--- config.mk ---
export PLATFORM = sky130hd
export DESIGN_NAME = id_ram_scanner
export DESIGN_NICKNAME = d
export VERILOG_FILES = /design/src/rtl/id_scan_pkg.sv /design/src/rtl/id_scan_skid.sv /design/src/rtl/id_ram_scanner.sv
export SDC_FILE = /design/constraint.sdc
export NUM_CORES = 1
export LEC_CHECK = 0
export CAP_MARGIN = 20
export CORE_MARGIN = 4
export CORE_UTILIZATION = 63
export DETAILED_ROUTE_END_ITERATION = 12
export DONT_BUFFER_PORTS = 1
export GPL_TIMING_DRIVEN = 0
export HOLD_SLACK_MARGIN = 0.05
export PLACE_DENSITY = 0.81
export SYNTH_ARGS = -nofsm -noshare
export SYNTH_HDL_FRONTEND = slang
export SYNTH_HIERARCHICAL = 1
export SYNTH_SLANG_ARGS = --single-unit
--- constraint.sdc ---
create_clock -name clk -period 4.2 [get_ports clk]
set_input_delay 0 -clock clk [delete_from_list [all_inputs] [get_ports clk]]
set_output_delay 0 -clock clk [all_outputs]
set_load 0.01 [all_outputs]
--- src/rtl/id_scan_pkg.sv ---
// Shared types and sizes for the ID RAM read-side scanner.
package id_scan_pkg;

    localparam int DW    = 24;  // ID RAM entry width
    localparam int AW    = 5;   // ID RAM address width
    localparam int ACT_B = 23;  // entry "active" flag bit
    localparam int DEPTH = 1 << AW;

    typedef enum logic [1:0] {
        IDLE,
        ISSUE,
        DRAIN
    } scan_state_t;

    typedef struct packed {
        logic [AW-1:0] index;
        logic [DW-1:0] data;
    } id_beat_t;

endpackage

--- src/rtl/id_scan_skid.sv ---
// Two-entry beat buffer between the RAM read return and the valid/ready output.
// head is always the oldest beat and drives the outputs straight from flops.
module id_scan_skid
    import id_scan_pkg::*;
(
    input  logic       clk,
    input  logic       rst_n,
    input  logic       push,
    input  id_beat_t   push_beat,
    input  logic       pop,
    output logic [1:0] occ,
    output logic       out_valid,
    output id_beat_t   out_beat
);

    id_beat_t head;
    id_beat_t spare;

    // Occupancy-driven push/pop; the issuer guarantees no push into a full,
    // non-popping buffer, so a third slot is never needed.
    always_ff @(posedge clk) begin
        if (!rst_n) begin
            occ   <= 2'd0;
            head  <= '0;
            spare <= '0;
        end else begin
            case (occ)
                2'd0: begin
                    if (push) begin
                        head <= push_beat;
                        occ  <= 2'd1;
                    end
                end
                2'd1: begin
                    case ({push, pop})
                        2'b11: head <= push_beat;
                        2'b01: occ  <= 2'd0;
                        2'b10: begin
                            spare <= push_beat;
                            occ   <= 2'd2;
                        end
                        default: ;
                    endcase
                end
                default: begin
                    if (pop) begin
                        head <= spare;
                        if (push) spare <= push_beat;
                        else      occ   <= 2'd1;
                    end
                end
            endcase
        end
    end

    assign out_valid = (occ != 2'd0);
    assign out_beat  = head;

endmodule

--- src/rtl/id_ram_scanner.sv ---
// Read-side sequencer for the 32x24 ID RAM: walks addresses 0..count-1 through
// the 1-cycle synchronous read port and streams {index,data} beats downstream.
// Build option ID_SCAN_SKIP_EMPTY_EN: entries whose active bit is clear are
// dropped at capture (they still use a read slot and a counter step).
module id_ram_scanner
    import id_scan_pkg::*;
(
    input  logic          clk,
    input  logic          rst_n,
    input  logic          start,
    input  logic [AW:0]   count,
    output logic          busy,
    output logic          done,
    output logic [AW-1:0] rd_addr,
    input  logic [DW-1:0] rd_data,
    output logic          out_valid,
    input  logic          out_ready,
    output logic [DW-1:0] out_data,
    output logic [AW-1:0] out_index
);

    scan_state_t   state;
    logic [AW:0]   cnt_q;      // sampled scan length
    logic [AW:0]   issued;     // reads issued so far this scan
    logic [AW:0]   issued_nx;
    logic          inflight;   // a read is returning on rd_data this cycle
    logic [AW-1:0] idx_q;      // address of the returning read
    logic [1:0]    occ;
    logic [2:0]    slots;
    logic          pop;
    logic          push;
    logic          issue;
    logic          drain_empty;
    id_beat_t      push_beat;
    id_beat_t      head_beat;

    assign pop       = out_valid & out_ready;
    assign issued_nx = issued + 1'b1;

    // A slot freed by this cycle's pop counts as free, which is what lets a
    // steady ready stream run at one beat per cycle.
    assign slots = {1'b0, occ} + {2'b0, inflight} - {2'b0, pop};
    assign issue = (state == ISSUE) && (slots < 3'd2);

    // Last beat leaves this cycle and nothing is returning behind it.
    assign drain_empty = !inflight && ((occ == 2'd0) || (occ == 2'd1 && pop));

`ifdef ID_SCAN_SKIP_EMPTY_EN
    assign push = inflight & rd_data[ACT_B];
`else
    assign push = inflight;
`endif

    assign push_beat = '{index: idx_q, data: rd_data};

    // Scan FSM with address/issue counters, in-flight tracking and registered
    // busy/done; done is raised as the FSM returns to IDLE so a start in the
    // done cycle is accepted.
    always_ff @(posedge clk) begin
        if (!rst_n) begin
            state    <= IDLE;
            busy     <= 1'b0;
            done     <= 1'b0;
            rd_addr  <= '0;
            cnt_q    <= '0;
            issued   <= '0;
            inflight <= 1'b0;
            idx_q    <= '0;
        end else begin
            done     <= 1'b0;
            inflight <= issue;
            if (issue) idx_q <= rd_addr;
            if (done)  busy  <= 1'b0;
            case (state)
                IDLE: begin
                    if (start) begin
                        if (count == '0) begin
                            done <= 1'b1;
                        end else begin
                            state   <= ISSUE;
                            busy    <= 1'b1;
                            cnt_q   <= count;
                            issued  <= '0;
                            rd_addr <= '0;
                        end
                    end
                end
                ISSUE: begin
                    if (issue) begin
                        issued <= issued_nx;
                        // hold on the last address rather than stepping past it
                        if (issued_nx == cnt_q) state   <= DRAIN;
                        else                    rd_addr <= rd_addr + 1'b1;
                    end
                end
                DRAIN: begin
                    if (drain_empty) begin
                        state <= IDLE;
                        done  <= 1'b1;
                    end
                end
                default: state <= IDLE;
            endcase
        end
    end

    id_scan_skid u_skid (
        .clk       (clk),
        .rst_n     (rst_n),
        .push      (push),
        .push_beat (push_beat),
        .pop       (pop),
        .occ       (occ),
        .out_valid (out_valid),
        .out_beat  (head_beat)
    );

    assign out_data  = head_beat.data;
    assign out_index = head_beat.index;

endmodule

==> metrics <==
Area growth, synth to finish=15.14%; Sink Count=87; Startpoint Class=flip-flop; Clk pin slew, worst setup/hold paths=approximately 0.08 ns; VDD IR max=roughly 0.27 mV; number of global-route vias before repair=roughly 3400; first drt pass iteration count=4; WL/cell=16.60 um; GRT Util Overall=0.2510; sw frac=0.3184; synthesized flop and latch total=slightly below 90; PD cells=between 400 and 500 mW/mm^2; Slew HR=0.5778; final setup vio count=0; outcome=finished, final reports clean; largest net degree at the start of global routing=14; cell with the most instances after synthesis=nand2_1; sequential share of the synthesized area=0.4291; Avg Cell Area, Syn=~9 um^2; Reg power frac=0.494; port bufs=0; yosys synthesis warning count=6; Critical Path RT=approximately 4.5 ns; DRT iter0 DRCs=130; area of the core=roughly 0.006 mm^2; clk buf depth=2; Synth Cell Area=~0.004 mm^2; Max-cap violations=0; layout cell share with drive strength beyond 1=0.08316; CP endpoint kind=flip-flop; filler cell count=442; initial antenna violation count=0; post-synth top area share=0.4291; first-pass GRT wire length=between 15000 and 20000 um; Post-CTS Resized=0; Fin Hold WS=approximately 0.24 ns; hold buffers post-CTS=33; depth of the CTS H-tree=3; Leak Pwr=~2.0 nW; Mapped Cells=around 440; DRT Wirelength=about 9400 um; Root Driver=clkbuf_8; Tmin final=between 3 and 4 ns; register area=around 0.0017 mm^2; Post-synth EDFFs=0; Setup Fix Bufs, Post-CTS=0; post-layout util=0.7666; Worst Skew=roughly 0.0082 ns; Overflow after GRT=0; chip height=a little under 90 um; Initial Utilization=0.6658; Multi-input gate area=0.002115 mm^2; Area contributors post-synth=dfxtp_1 43%, mux2i_1 14%, nand2_1 8.3%; nets=526; HPWL after DPL=about 6400 um; Final ANT Viol Nets=0; WP data arrival=3.91 ns; fin. max-slew vios=0; DRC Markers=0; routability cong.=0.8239; Max Freq=~280 MHz; Synthesized Nets=approximately 480; Main synth FF type=dfxtp_1; Switching Power=about 0.65 mW; Crit Path Class=flip-flop to flip-flop; CP max FO=10; row count=28; full die area=slightly below 0.008 mm^2; Clk Latency, worst-skew pair=0.36 ns; vias=between 3000 and 4000; number of buffers created by CTS=9; logic gate share of total power=0.223; top post-synthesis cells by count=90 x nand2_1, 87 x dfxtp_1, 58 x mux2i_1, 37 x nand3_1, 30 x o211a_1; post-route setup TNS=0 ns; width of the chip=just under 90 um; Final period util=0.8579; min-delay worst type=input port to flip-flop; Final Hold Vio Count=0; Vias/cell=between 5 and 6; TritonCTS clock tree=done; io pins=around 70; ys async rst share=0; internal power=1.388 mW; RSZ-0062 raised after global routing=no; Yosys cell types=49; clock share of power=0.284; actual transition at the worst max-transition pin=between 0.6 and 0.7 ns; ANT cells=0; biggest area consumer among synthesized cells=dfxtp_1
==> worst paths after layout <==
kind                           startpoint                       endpoint  slack, ns  depth (start not counted)
min                                 rst_n  u_skid/spare[13]$_SDFFE_PN0P_       0.24                          4
min reg2reg  u_skid/spare[6]$_SDFFE_PN0P_   u_skid/spare[6]$_SDFFE_PN0P_       0.46                          2
max reg2reg    u_skid/occ[1]$_SDFFE_PN0P_        rd_addr[2]$_SDFFE_PN0P_       0.60                         12
max            u_skid/occ[1]$_SDFFE_PN0P_        rd_addr[2]$_SDFFE_PN0P_       0.60                         12
==> critical path: stages, from the launching register on <==
cell	delay [ns]
dfxtp_1	0.37
buf_6	0.16
buf_2	0.21
or2_2	0.37
and2_1	0.23
ha_1	0.28
nand2b_1	0.15
fa_1	0.38
xnor2_1	0.16
a311oi_1	0.59
a211oi_2	0.21
a311oi_2	0.31
a31o_1	0.13
==> cell type report <==
type / instances / area share
clock inverter: 4 / 0.009639
sequential: 87 / 0.3727
multi-input combinational: 318 / 0.4525
inverter: 6 / 0.004819
buffer: 33 / 0.03855
timing repair buffer: 33 / 0.07068
clock buffer: 12 / 0.03106
tap: 75 / 0.02008
==> placed cells by master, fill, tap and decap left out, drive strengths merged, types with 2 or more instances in the layout <==
| cell | count |
|---|---|
| nand2 | 90 |
| dfxtp | 87 |
| mux2i | 58 |
| nand3 | 37 |
| dlygate4sd3 | 33 |
| o211a | 30 |
| clkbuf | 27 |
| a21oi | 22 |
| buf | 18 |
| nor2 | 9 |
| nor3 | 9 |
| nand2b | 7 |
| inv | 6 |
| xnor2 | 5 |
| o21ai | 5 |
| nor2b | 4 |
| nor3b | 4 |
| and2 | 3 |
| xor2 | 3 |
| o21a | 3 |
| ha | 3 |
| clkinv | 3 |
| o211ai | 2 |
| and3 | 2 |
| o22ai | 2 |
| a22oi | 2 |
| a311oi | 2 |
| a211oi | 2 |
| or2 | 2 |
==> per-layer routing <==
metal,track usage,vias to the layer above,wire (um)
met5,0,-,0
met4,0.07967,0,162
met3,0.05866,13,574
met2,0.4364,85,4785
met1,0.3074,1619,3907
li1,-,1645,-
==> power by group through the flow <==
stage               clock, mW  combinational [mW]  sequential [mW]
global placement            0               0.401             1.02
global route            0.623               0.501             1.02
finish                  0.578               0.453             1.01
CTS                     0.585               0.447             1.01
detailed placement          0               0.414             1.03
floorplan                   0               0.333             1.00
==> cell families (layout without fill, tap and decap cells) <==
| group | Yosys count | count (layout) | synth area share |
|---|---|---|---|
| AND/OR/NAND/NOR | 170 | 170 | 0.1948 |
| flip-flops | 87 | 87 | 0.4291 |
| AO/OA/AOI/OAI | 77 | 77 | 0.1489 |
| multiplexers | 59 | 59 | 0.1458 |
| buffers and inverters | 39 | 88 | 0.04994 |
| XOR/XNOR | 8 | 8 | 0.01726 |
| adder cells (fa/ha/maj) | 4 | 4 | 0.01418 |
==> metrics by stage <==
stage	area (um^2)	power, mW	instances	setup slack [ns]
after floorplan	4059	1.337	444	0.9835
final	4673	2.037	568	0.5970
after CTS	4673	2.039	568	0.6228
after global routing	4673	2.142	568	0.3592
after global placement	4153	1.423	519	0.6910
after detailed placement	4153	1.440	519	0.6495
==> flip-flops by register name (all words and copies together) (netlist names) <==
register,flops
u_skid/occ,2
done,1
rd_addr,5
inflight,1
issued,6
u_skid/spare,29
busy,1
u_skid/out_beat,29
cnt_q,6
idx_q,5
state,2
Note: power is estimated with default switching activity, not from simulation.
